==> config.mk <==
export PLATFORM = sky130hd
export DESIGN_NAME = mux_nch_reg
export DESIGN_NICKNAME = d
export VERILOG_FILES = /design/src/rtl/mux_nch_reg_pkg.sv /design/src/rtl/rr_arbiter.sv /design/src/rtl/mux_nch_reg.sv
export SDC_FILE = /design/constraint.sdc
export NUM_CORES = 1
export LEC_CHECK = 0
export CAP_MARGIN = 20
export CORE_AREA = 2 2 123 125
export CTS_BUF_LIST = sky130_fd_sc_hd__clkbuf_4 sky130_fd_sc_hd__clkbuf_8
export CTS_CLUSTER_SIZE = 24
export DETAILED_ROUTE_END_ITERATION = 6
export DIE_AREA = 0 0 125 127
export PLACE_DENSITY = 0.77
export SETUP_SLACK_MARGIN = 0.5
export SYNTH_ARGS = -nofsm -noshare
export SYNTH_HDL_FRONTEND = slang
export SYNTH_HIERARCHICAL = 1
export SYNTH_SLANG_ARGS = --single-unit
export TNS_END_PERCENT = 100
==> constraint.sdc <==
create_clock -name clk -period 4.8 [get_ports clk]
set_input_delay 0.48 -clock clk [delete_from_list [all_inputs] [get_ports clk]]
set_output_delay 0.48 -clock clk [all_outputs]
set_load 0.05 [all_outputs]
==> src/rtl/mux_nch_reg_pkg.sv <==
// Shared definitions for the N-channel registered multiplexer.
//   MODE_DIRECT / MODE_RR : values of the mode input
//   clog2()               : ceil(log2(n)) for elaboration-time widths
package mux_nch_reg_pkg;

  localparam logic MODE_DIRECT = 1'b0;
  localparam logic MODE_RR     = 1'b1;

  function automatic int clog2(input int n);
    int r;
    r = 0;
    while ((1 << r) < n) r = r + 1;
    return r;
  endfunction

endpackage

==> src/rtl/rr_arbiter.sv <==
// Combinational round-robin arbiter.
//   req     : per-channel request
//   ptr     : last channel served; scanning starts at ptr+1, ptr is scanned last
//   gnt_vld : some request was found
//   gnt_idx : index of the granted channel (0 when gnt_vld=0)
module rr_arbiter #(
  parameter int NCH  = 8,
  parameter int SELW = 3
) (
  input  logic [NCH-1:0]  req,
  input  logic [SELW-1:0] ptr,
  output logic            gnt_vld,
  output logic [SELW-1:0] gnt_idx
);

  int c;

  // Walk offsets from farthest to nearest so the nearest requester after
  // ptr is the last one written and therefore wins.
  always_comb begin
    gnt_vld = 1'b0;
    gnt_idx = '0;
    c       = 0;
    for (int k = NCH; k >= 1; k--) begin
      c = int'(ptr) + k;
      if (c >= NCH) c = c - NCH;
      if (req[c]) begin
        gnt_vld = 1'b1;
        gnt_idx = SELW'(c);
      end
    end
  end

endmodule

==> src/rtl/mux_nch_reg.sv <==
// N-channel, WIDTH-bit multiplexer with a registered output stage.
//   clk, rst_n  : clock, async active-low reset
//   mode        : MODE_DIRECT (sel picks channel) / MODE_RR (fair arbitration)
//   sel         : directed-mode channel; sel >= NCH grants nothing
//   in_data     : channel i at [i*WIDTH +: WIDTH]
//   in_valid    : per-channel valid
//   in_ready    : one-hot (or zero) ready to the granted channel
//   out_data    : registered selected word
//   out_ch      : channel the registered word came from
//   out_valid   : output register holds data
//   out_ready   : downstream accepts
module mux_nch_reg
  import mux_nch_reg_pkg::*;
#(
  parameter  int NCH   = 8,
  parameter  int WIDTH = 32,
  localparam int SELW  = clog2(NCH)
) (
  input  logic                 clk,
  input  logic                 rst_n,
  input  logic                 mode,
  input  logic [SELW-1:0]      sel,
  input  logic [NCH*WIDTH-1:0] in_data,
  input  logic [NCH-1:0]       in_valid,
  output logic [NCH-1:0]       in_ready,
  output logic [WIDTH-1:0]     out_data,
  output logic [SELW-1:0]      out_ch,
  output logic                 out_valid,
  input  logic                 out_ready
);

  logic [NCH-1:0][WIDTH-1:0] lanes;
  logic [SELW-1:0]           rr_ptr;
  logic [SELW-1:0]           rr_idx;
  logic [SELW-1:0]           gnt_idx;
  logic                      rr_vld;
  logic                      dir_vld;
  logic                      grant;
  logic                      load_en;
  logic                      xfer;

  assign lanes = in_data;

  rr_arbiter #(.NCH(NCH), .SELW(SELW)) u_arb (
    .req     (in_valid),
    .ptr     (rr_ptr),
    .gnt_vld (rr_vld),
    .gnt_idx (rr_idx)
  );

  // Directed path: out-of-range selects (non power-of-2 NCH) never grant.
  always_comb begin
    dir_vld = 1'b0;
    if (int'(sel) < NCH) dir_vld = in_valid[sel];
  end

  assign grant   = (mode == MODE_RR) ? rr_vld : dir_vld;
  assign gnt_idx = (mode == MODE_RR) ? rr_idx : sel;
  assign load_en = !out_valid || out_ready;
  // Gate with rst_n so nothing is offered upstream while held in reset.
  assign xfer    = rst_n && load_en && grant;

  for (genvar i = 0; i < NCH; i++) begin : g_rdy
    assign in_ready[i] = xfer && (gnt_idx == SELW'(i));
  end

  always_ff @(posedge clk or negedge rst_n) begin
    if (!rst_n) begin
      out_valid <= 1'b0;
      out_data  <= '0;
      out_ch    <= '0;
      rr_ptr    <= SELW'(NCH - 1);
    end else if (xfer) begin
      // A load on the same edge as a drain replaces the word, no bubble.
      out_valid <= 1'b1;
      out_data  <= lanes[gnt_idx];
      out_ch    <= gnt_idx;
      if (mode == MODE_RR) rr_ptr <= gnt_idx;
    end else if (out_valid && out_ready) begin
      out_valid <= 1'b0;
    end
  end

endmodule

Word-level counts from Yosys, hierarchy flattened --
Index checks and enable logic that the tools add are counted.
Operators by class: $add $sub $neg 16, $lt $le $gt $ge 18, eq/ne operators 7, mux-type cells 56, reductions and logical operators 16
Operators by type and width (count):
- $mux W32 | 9
- $ge A32 B5 Y1 const B | 8
- $lt A32 B5 Y1 const B | 8
- $sub A32 B5 Y32 const B | 8
- $bmux W32 S3 | 1
- $mux W1 | 28
- $bmux W1 S3 | 9
- $mux W3 | 9
- $add A3 B3 Y4 const B | 4
- $eq A3 B3 Y1 const B | 4
- $logic_and A1 B1 Y1 | 11
- $add A3 B2 Y4 const B | 2
- $lt A3 B4 Y1 const B | 2
- $eq A3 B2 Y1 const B | 2
- $add A3 B4 Y5 const B | 1
- $add A3 B1 Y4 const B | 1
- $eq A3 B1 Y1 const B | 1
- $logic_not A3 Y1 | 1
- $reduce_and A2 Y1 | 1
- $reduce_bool A2 Y1 | 1
- $logic_not A1 Y1 | 1
- $logic_or A1 B1 Y1 | 1
Word-level totals: flip-flop bits (word level) 39, output and inout port bits 44, logic and storage cells 117

Depth between registers and ports, before layout --
Gate-level depths: netlist of the first run.
depth after elaboration 17, depth in mapped cells 17, gate-level depth less buffers 12

Modules after synthesis --
The synthesis of the first run kept the hierarchy.
By module, submodules not included:
- mux_nch_reg | instances 1, cells an instance 618, area each 3614.7 µm²
- rr_arbiter | instances 1, cells an instance 77, area each 674.4 µm²

Worst setup path before layout of the first run --
No wires, ideal clock.
path kind reg-to-output, from register rr_ptr[1], to output in_ready[6], data arrival time 4.561 ns, required time 4.320 ns, slack -0.241 ns, stages on the path, launching flop included 14, cell sequence dfstp_2 clkbuf_1 inv_1 ha_1 buf_6 mux4_2 mux2_4 or3_1 o311ai_1 a31oi_1 mux2_2 buf_2 buf_2 nor3_1
Between the ends: word-level cells in the longest chain between the ends 17, elaborated cells between the ends (all ways) 77
RTL lines:
- start, declared | line mux_nch_reg.sv:33 | logic [SELW-1:0] rr_ptr;
- start signal, assigned | line mux_nch_reg.sv:72 | rr_ptr <= SELW'(NCH - 1);
- start signal, assigned | line mux_nch_reg.sv:78 | if (mode == MODE_RR) rr_ptr <= gnt_idx;
- $add A3 B4 Y5 | line rr_arbiter.sv:25 | c = int'(ptr) + k;
- $sub A32 B5 Y32 / $ge A32 B5 Y1 (equally long branches) | line rr_arbiter.sv:26 | if (c >= NCH) c = c - NCH;
- $mux W32 | line rr_arbiter.sv:26
- $bmux W1 S3 | line rr_arbiter.sv:27 | if (req[c]) begin
- $mux W1 (implied by the code) (2 in series) | line rr_arbiter.sv:27
- $mux W3 (7 in series) | line rr_arbiter.sv:27
- $mux W3 * | line rr_arbiter.sv:27
- via rr_idx[0] | line mux_nch_reg.sv:34 | logic [SELW-1:0] rr_idx;
- $mux W3 * | line mux_nch_reg.sv:58 | assign gnt_idx = (mode == MODE_RR) ? rr_idx : sel;
- $eq A3 B3 Y1 * | line mux_nch_reg.sv:64 | assign in_ready[i] = xfer && (gnt_idx == SELW'(i));
- $logic_and A1 B1 Y1 * | line mux_nch_reg.sv:64
- end, declared | line mux_nch_reg.sv:25 | output logic [NCH-1:0] in_ready,
The timed path passes the listed nets; every way through them passes the cells marked *. The select of a mux whose other input is x is not followed.

Final worst setup path of the first run --
from register rr_ptr[1], to output in_ready[4]
Same word-level chain as after synthesis.

==> results of run 1 <==
## through the flow
stage	area [um2]	total power [mW]	instances	utilization, %
after floorplan	4340	3.92	695	-
after global placement	7740	5.56	1156	53.7
after detailed placement	7740	5.56	1156	53.7
after CTS	7900	5.95	1164	54.8
after global routing	7980	6.53	1170	55.3
final	7980	6.03	1170	55.3
## cell families (layout without fill, tap and decap cells)
kind of cell | after synthesis | count (layout) | synth area share (%)
DFF | 39 | 39 | 22.8
muxes | 29 | 30 | 9.95
and+or+nand+nor | 495 | 495 | 50.3
xor gates and xnor gates | 3 | 3 | 0.613
buffers and inverters | 63 | 352 | 6.86
other | 0 | 1 | 0
adders and majority gates | 2 | 2 | 0.583
AOI/OAI and AO/OA | 64 | 64 | 8.90
## synthesized netlist by cell type, drive strengths merged (2+ instances only)
| cell | instances | share of area (%) |
|---|---|---|
| nand2 | 301 | 26 |
| mux2i | 7 | 1.7 |
| a31oi | 3 | 0.44 |
| nor2 | 8 | 0.70 |
| nor3 | 6 | 0.70 |
| xor2 | 2 | 0.41 |
| clkbuf | 25 | 2.2 |
| a21oi | 5 | 0.58 |
| nand2b | 6 | 0.88 |
| a221oi | 2 | 0.41 |
| or3 | 2 | 0.32 |
| o32ai | 2 | 0.58 |
| or2 | 2 | 0.29 |
| buf | 29 | 3.9 |
| ha | 2 | 0.58 |
| inv | 9 | 0.79 |
| nand4 | 32 | 4.7 |
| mux2 | 13 | 3.5 |
| dfstp | 3 | 1.8 |
| mux4 | 9 | 4.7 |
| o21ai | 39 | 4.6 |
| dfrtp | 36 | 21 |
| nand3 | 132 | 15 |
| o22ai | 2 | 0.29 |
| nor3b | 2 | 0.35 |
| a211oi | 3 | 0.53 |
## critical path, cell delays in order, from the launching register on
cell and delay, ns:
dfstp_2 0.54, inv_1 0.07, ha_4 0.34, mux4_2 0.58
mux2_4 0.34, or3_1 0.35, o311ai_1 0.29, a31oi_2 0.13
mux2_4 0.37, nor3_4 0.23, buf_12 0.16
## cell type report
| class | count | area [um2] | share of cell area [%] |
|---|---|---|---|
| repair buffers | 335 | 3400 | 42.6 |
| multi-input cells | 594 | 3200 | 40.0 |
| flip-flops and latches | 39 | 980 | 12.3 |
| well taps | 184 | 230 | 2.88 |
| clock buffers | 6 | 76.3 | 0.956 |
| clock inverters | 2 | 60.1 | 0.752 |
| inverters | 9 | 33.8 | 0.423 |
| diodes | 1 | 2.50 | 0.0313 |
## layer usage
layer / vias to the layer above / part of all wire (%) / global-route usage (%)
met5: - / 0 / 0
li1: 2956 / - / -
met3: 25 / 6.2 / 4.36
met1: 2633 / 40 / 29.3
met2: 254 / 51 / 43.4
met4: 0 / 2.4 / 7.06
## final timing paths
check | to | startpoint | slack, ns
min in group clk | out_data[12]$_DFFE_PN0P_ | out_data[12]$_DFFE_PN0P_ | 0.48
hold reg to reg | out_data[12]$_DFFE_PN0P_ | out_data[12]$_DFFE_PN0P_ | 0.48
setup reg to reg | out_data[6]$_DFFE_PN0P_ | rr_ptr[1]$_DFFE_PN1P_ | 0.64
max in group asynchronous | out_data[8]$_DFFE_PN0P_ | rst_n | 4.09
hold / removal | out_ch[0]$_DFFE_PN0P_ | rst_n | 0.32
setup / recovery | in_ready[4] | rr_ptr[1]$_DFFE_PN1P_ | 0.62
## registers in the layout, summed over array words and instances (netlist names)
register and flops:
rr_ptr 3, out_valid 1, out_data 32, out_ch 3
## power breakdown
group	total, mW	switching, mW	internal (mW)
clock	0.342	0.128	0.214
sequential	0.598	0.0967	0.501
combinational	5.09	3.18	1.91
total	6.03	3.41	2.62
## timing repair
item | 4_1_cts | 5_1_grt
cloned | 0 | 1
resized for setup | 3 | 11
pin swaps | 0 | 1
endpoints found under the setup margin | 8 | 8
setup buffers | 0 | 4
==> results by group, run 1 <==
Synthesis
  • Count of cell types in the netlist: 47
  • Post-synthesis sequential area ratio: 22.8%
  • Mean Syn Cell Area: 6.17 um2
  • Top_reg_cell synth: dfrtp_1
  • #FFs+latches synth: 39
  • Synth Cell Area: 4290 um2
  • Cells after synthesis: 695
  • Post-synth ARST share: 100%
  • Yosys warns: 6
  • Post-synth EDFFs: 0
  • Syn_nets: 968

Power
  • Pwr per Cell Area: 756 nW/um2
  • Worst VDD drop: 0.673 mV
  • Leakage: 3.26 nW

Drt
  • Average wire per standard cell: 17.3 um
  • DR iter-0 viols: 362
  • Routed wire length: 20200 um
  • Final ANT Viol Nets: 0
  • Total number of vias: 5868
  • Drt first pass iters: 7
  • Vias/cell: 5.02
  • Residual DRC: 0

STA
  • WHS: 0.325 ns
  • Fmax: 239 MHz
  • Measured slew at the worst slew-check pin: 1.01 ns
  • Setup TNS: 0 ns
  • Unrepaired setup endpoints after global routing: false
  • Final hold violation count: 0
  • Crit path time final: 4.18 ns
  • Rel. slew slack: 33.0%
  • Max Slew Vio Count: 0
  • Final setup violating endpoints: 0
  • Post-Route Skew: 0.00494 ns
  • Fin crit share: 87.0%
  • Worst Slack Setup Final: 0.623 ns

Global routing
  • First-pass GRT wire length: 30300 um
  • Vias in the first global route: 5551
  • GR Overflow Total: 0
  • Maximum number of pins on one net before global-route repair: 109
  • Initial antenna violation count: 1
  • Total Routing Usage GR: 24.0%

Clock network
  • CTS clk-pin slew, worst paths: 0.08 ns
  • H-tree levels: 2
  • Clock tree root buffer cell: clkbuf_8
  • Post-CTS Hold Buffers: 0
  • CTS Buf Count: 5
  • Clk sinks: 39
  • CTS tree: done
  • Clk Latency, worst-skew pair: 0.29 ns
  • Clock buffer depth: 2

Critical path
  • Worst Setup Start Kind: flop
  • R2R cell count: 14
  • Critical Path RT: 4.32 ns
  • Critical Path AT: 3.70 ns
  • Worst setup EP type: primary output
  • Crit Path Category: flop to primary output
  • Crit path max fanout: 8

Floorplanning
  • Die X-Extent: 125 um
  • Die ar.: 15900 um2
  • Core area: 14400 um2
  • Chip height: 127 um
  • Starting Density: 29.7%
  • # IOs: 315
  • Core Rows: 44

Place
  • Port Buf Inserts: 314
  • Hpwl dp: 15600 um
  • Pre-CTS setup slack: 0.677 ns
  • GPL Wtd Cong: 0.937

Final layout
  • Commonest non-fill, non-tap cell in the layout: clkdlybuf4s50_1
  • Layout cells sized above 1: 9.04%
  • Area grow syn2layout: 86.1%
  • Number of fillers in the final layout: 1427
  • Commonest cells after routing, fill and taps aside: clkdlybuf4s50_1 (305), nand2_1 (300), nand3_1 (132)
  • Nets: 1257

Run
  • Max Cap Violations: 0

Worst hold path
  • Hold crit path type: input pin to async pin

Status
  • Outcome: completed
Note: power is estimated with default switching activity, not from simulation.
==> run 2: changes to the inputs <==
CORE_AREA = 2 2 121 123   (was 2 2 123 125)
DIE_AREA = 0 0 123 125   (was 0 0 125 127)
DONT_BUFFER_PORTS = 1   (was not set)
PLACE_DENSITY = 0.5   (was 0.77)
==> run 2 against run 1 <==
- combinational power is 21% lower
- maximum frequency decreased by 0.40%
- sequential share of layout area up 7.9 points
- first-iteration DRC count grew 1.7%
- critical path type unchanged
- largest cell class is now multi-input gates
- largest power group unchanged
- highest routed layer unchanged
==> results by group, run 2 (synthesized netlist as in run 1, its figures left out) <==
Status
  • Outcome: completed

Critical path
  • Critical Path AT: 3.71 ns
  • CP bufs+invs: 1
  • CP max stage cell: mux4_2
  • Most used cell, CP: mux2_4
  • Crit path max fanout: 7
  • Crit Path Category: flop to primary output
  • FF-to-FF setup slack: 0.75 ns
  • Worst setup EP type: primary output
  • R2r endpoint: out_data[31]$_DFFE_PN0P_
  • Worst path max stage delay: 0.56 ns
  • Worst R2R Start: rr_ptr[1]$_DFFE_PN1P_
  • Critical path's top delay family: multiplexers
  • R2R cell count: 14
  • Worst path cell trace: inv_1 > ha_4 > mux4_2 > mux2_4 > or3_4 > o311ai_4 > a31oi_4 > mux2_4 > nor3_4
  • Critical Path RT: 4.32 ns
  • Worst Setup Start Kind: flop
  • Worst setup path startpoint: rr_ptr[1]$_DFFE_PN1P_

Floorplanning
  • Die ar.: 15400 um2
  • # IOs: 315
  • Core Rows: 44
  • Die X-Extent: 123 um
  • Core area: 14200 um2
  • Chip height: 125 um
  • Starting Density: 30.2%

Place
  • Placed Cells: 845
  • Port Buf Inserts: 0
  • Placed cell area: 4550 um2
  • GPL Wtd Cong: 0.947
  • Hpwl dp: 14300 um
  • Pre-CTS setup slack: 0.702 ns

STA
  • Setup TNS: 0 ns
  • Max Slew Vio Count: 0
  • Post-Route Skew: 0.00604 ns
  • Rel. slew slack: 50.8%
  • Worst Slack Setup Final: 0.606 ns
  • WHS: 0.390 ns
  • Unrepaired setup endpoints after global routing: true
  • Final setup violating endpoints: 0
  • Measured slew at the worst slew-check pin: 0.738 ns
  • Fin crit share: 87.4%
  • Crit path time final: 4.19 ns
  • Final hold violation count: 0
  • Fmax: 238 MHz

Final layout
  • Commonest cells after routing, fill and taps aside: nand2_1 (300), nand3_1 (131), dfrtp_1 (36)
  • Most flops, register: out_data
  • Area grow syn2layout: 13.1%
  • Fin area: 4850 um2
  • Biggest regs: out_data x32, out_ch x3, rr_ptr x3
  • Ant diodes: 0
  • Largest register FFs: 32
  • Final core utilization: 34.1%
  • Non-Filler Instances: 863
  • Commonest non-fill, non-tap cell in the layout: nand2_1
  • Nets: 951
  • Layout cells sized above 1: 12.7%

Global routing
  • Maximum number of pins on one net before global-route repair: 121
  • First-pass GRT wire length: 27500 um
  • Total Routing Usage GR: 23.8%
  • Vias in the first global route: 4753
  • GR Overflow Total: 0
  • Initial antenna violation count: 0

Drt
  • Total number of vias: 4932
  • Residual DRC: 0
  • Average wire per standard cell: 21.9 um
  • Final ANT Viol Nets: 0
  • Vias/cell: 5.71
  • Routed wire length: 18900 um
  • Drt first pass iters: 7
  • DR iter-0 viols: 368

Clock network
  • H-tree levels: 2
  • Clk sinks: 39
  • CTS clk-pin slew, worst paths: 0.08 ns
  • CTS Buf Count: 5
  • CTS tree: done
  • Clock buffer depth: 2
  • Clk Latency, worst-skew pair: 0.32 ns
  • Clock tree root buffer cell: clkbuf_8

Power
  • Worst VDD drop: 0.655 mV
  • Tot Pwr: 5.49 mW
  • Leakage: 2.05 nW
  • Pwr per Cell Area: 1130 nW/um2

Worst hold path
  • Hold endpoint: out_valid$_DFFE_PN0P_
  • Hold crit path type: input pin to flop
  • Hold Path Stages: 2
  • Hold_sp: out_ready

Run
  • Max Cap Violations: 0
-- run 2: worst reg2reg max path: cells and delay by family, from the launching register on --
| kind | cells | cell delay, ns |
|---|---|---|
| flops | 1 | 0.53 |
| mux | 3 | 1.21 |
| simple gates | 4 | 0.95 |
| buf+inv | 3 | 0.47 |
| compound gates | 3 | 0.45 |
| fa+ha+maj | 1 | 0.32 |
-- run 2: layout make-up --
cell class | instances | area [um2]
Fill cell | 1535 | 9350
Inverter | 9 | 33.8
Multi-Input combinational cell | 593 | 3210
Clock buffer | 6 | 82.6
Tap cell | 184 | 230
Sequential cell | 39 | 980
Clock inverter | 2 | 35.0
Timing Repair Buffer | 30 | 277
-- run 2: power breakdown --
part | internal (mW) | switching (mW) | total, mW
sequential | 0.491 | 0.684 | 1.17
combinational | 1.46 | 2.55 | 4.01
clock | 0.169 | 0.139 | 0.308
-- run 2: routing by layer --
layer	GRT usage (%)	vias to the layer above	share of wire, %
met5	0	-	0
met1	27.7	2284	38
met2	41.8	268	50
met3	5.75	40	8.2
li1	-	2340	-
met4	9.02	0	3.4
-- run 2: timing repair --
item / CTS / global route
setup buffers: 2 / 6
resized for setup: 2 / 12
hold buffers: 2 / 0
endpoints found under the setup margin: 6 / 8
endpoints found under the hold margin: 39 / 0
pin swaps: 1 / 3
-- run 2: worst max-delay path by stage --
stage                             end  cells after the start  slack [ns]
final                     in_ready[4]                      9        0.61
after global routing      in_ready[6]                     13        0.46
after CTS                 in_ready[6]                     12        0.57
after detailed placement  in_ready[4]                      9        0.70
after global placement    in_ready[4]                      9        0.76
after floorplan           in_ready[6]                     14        0.28
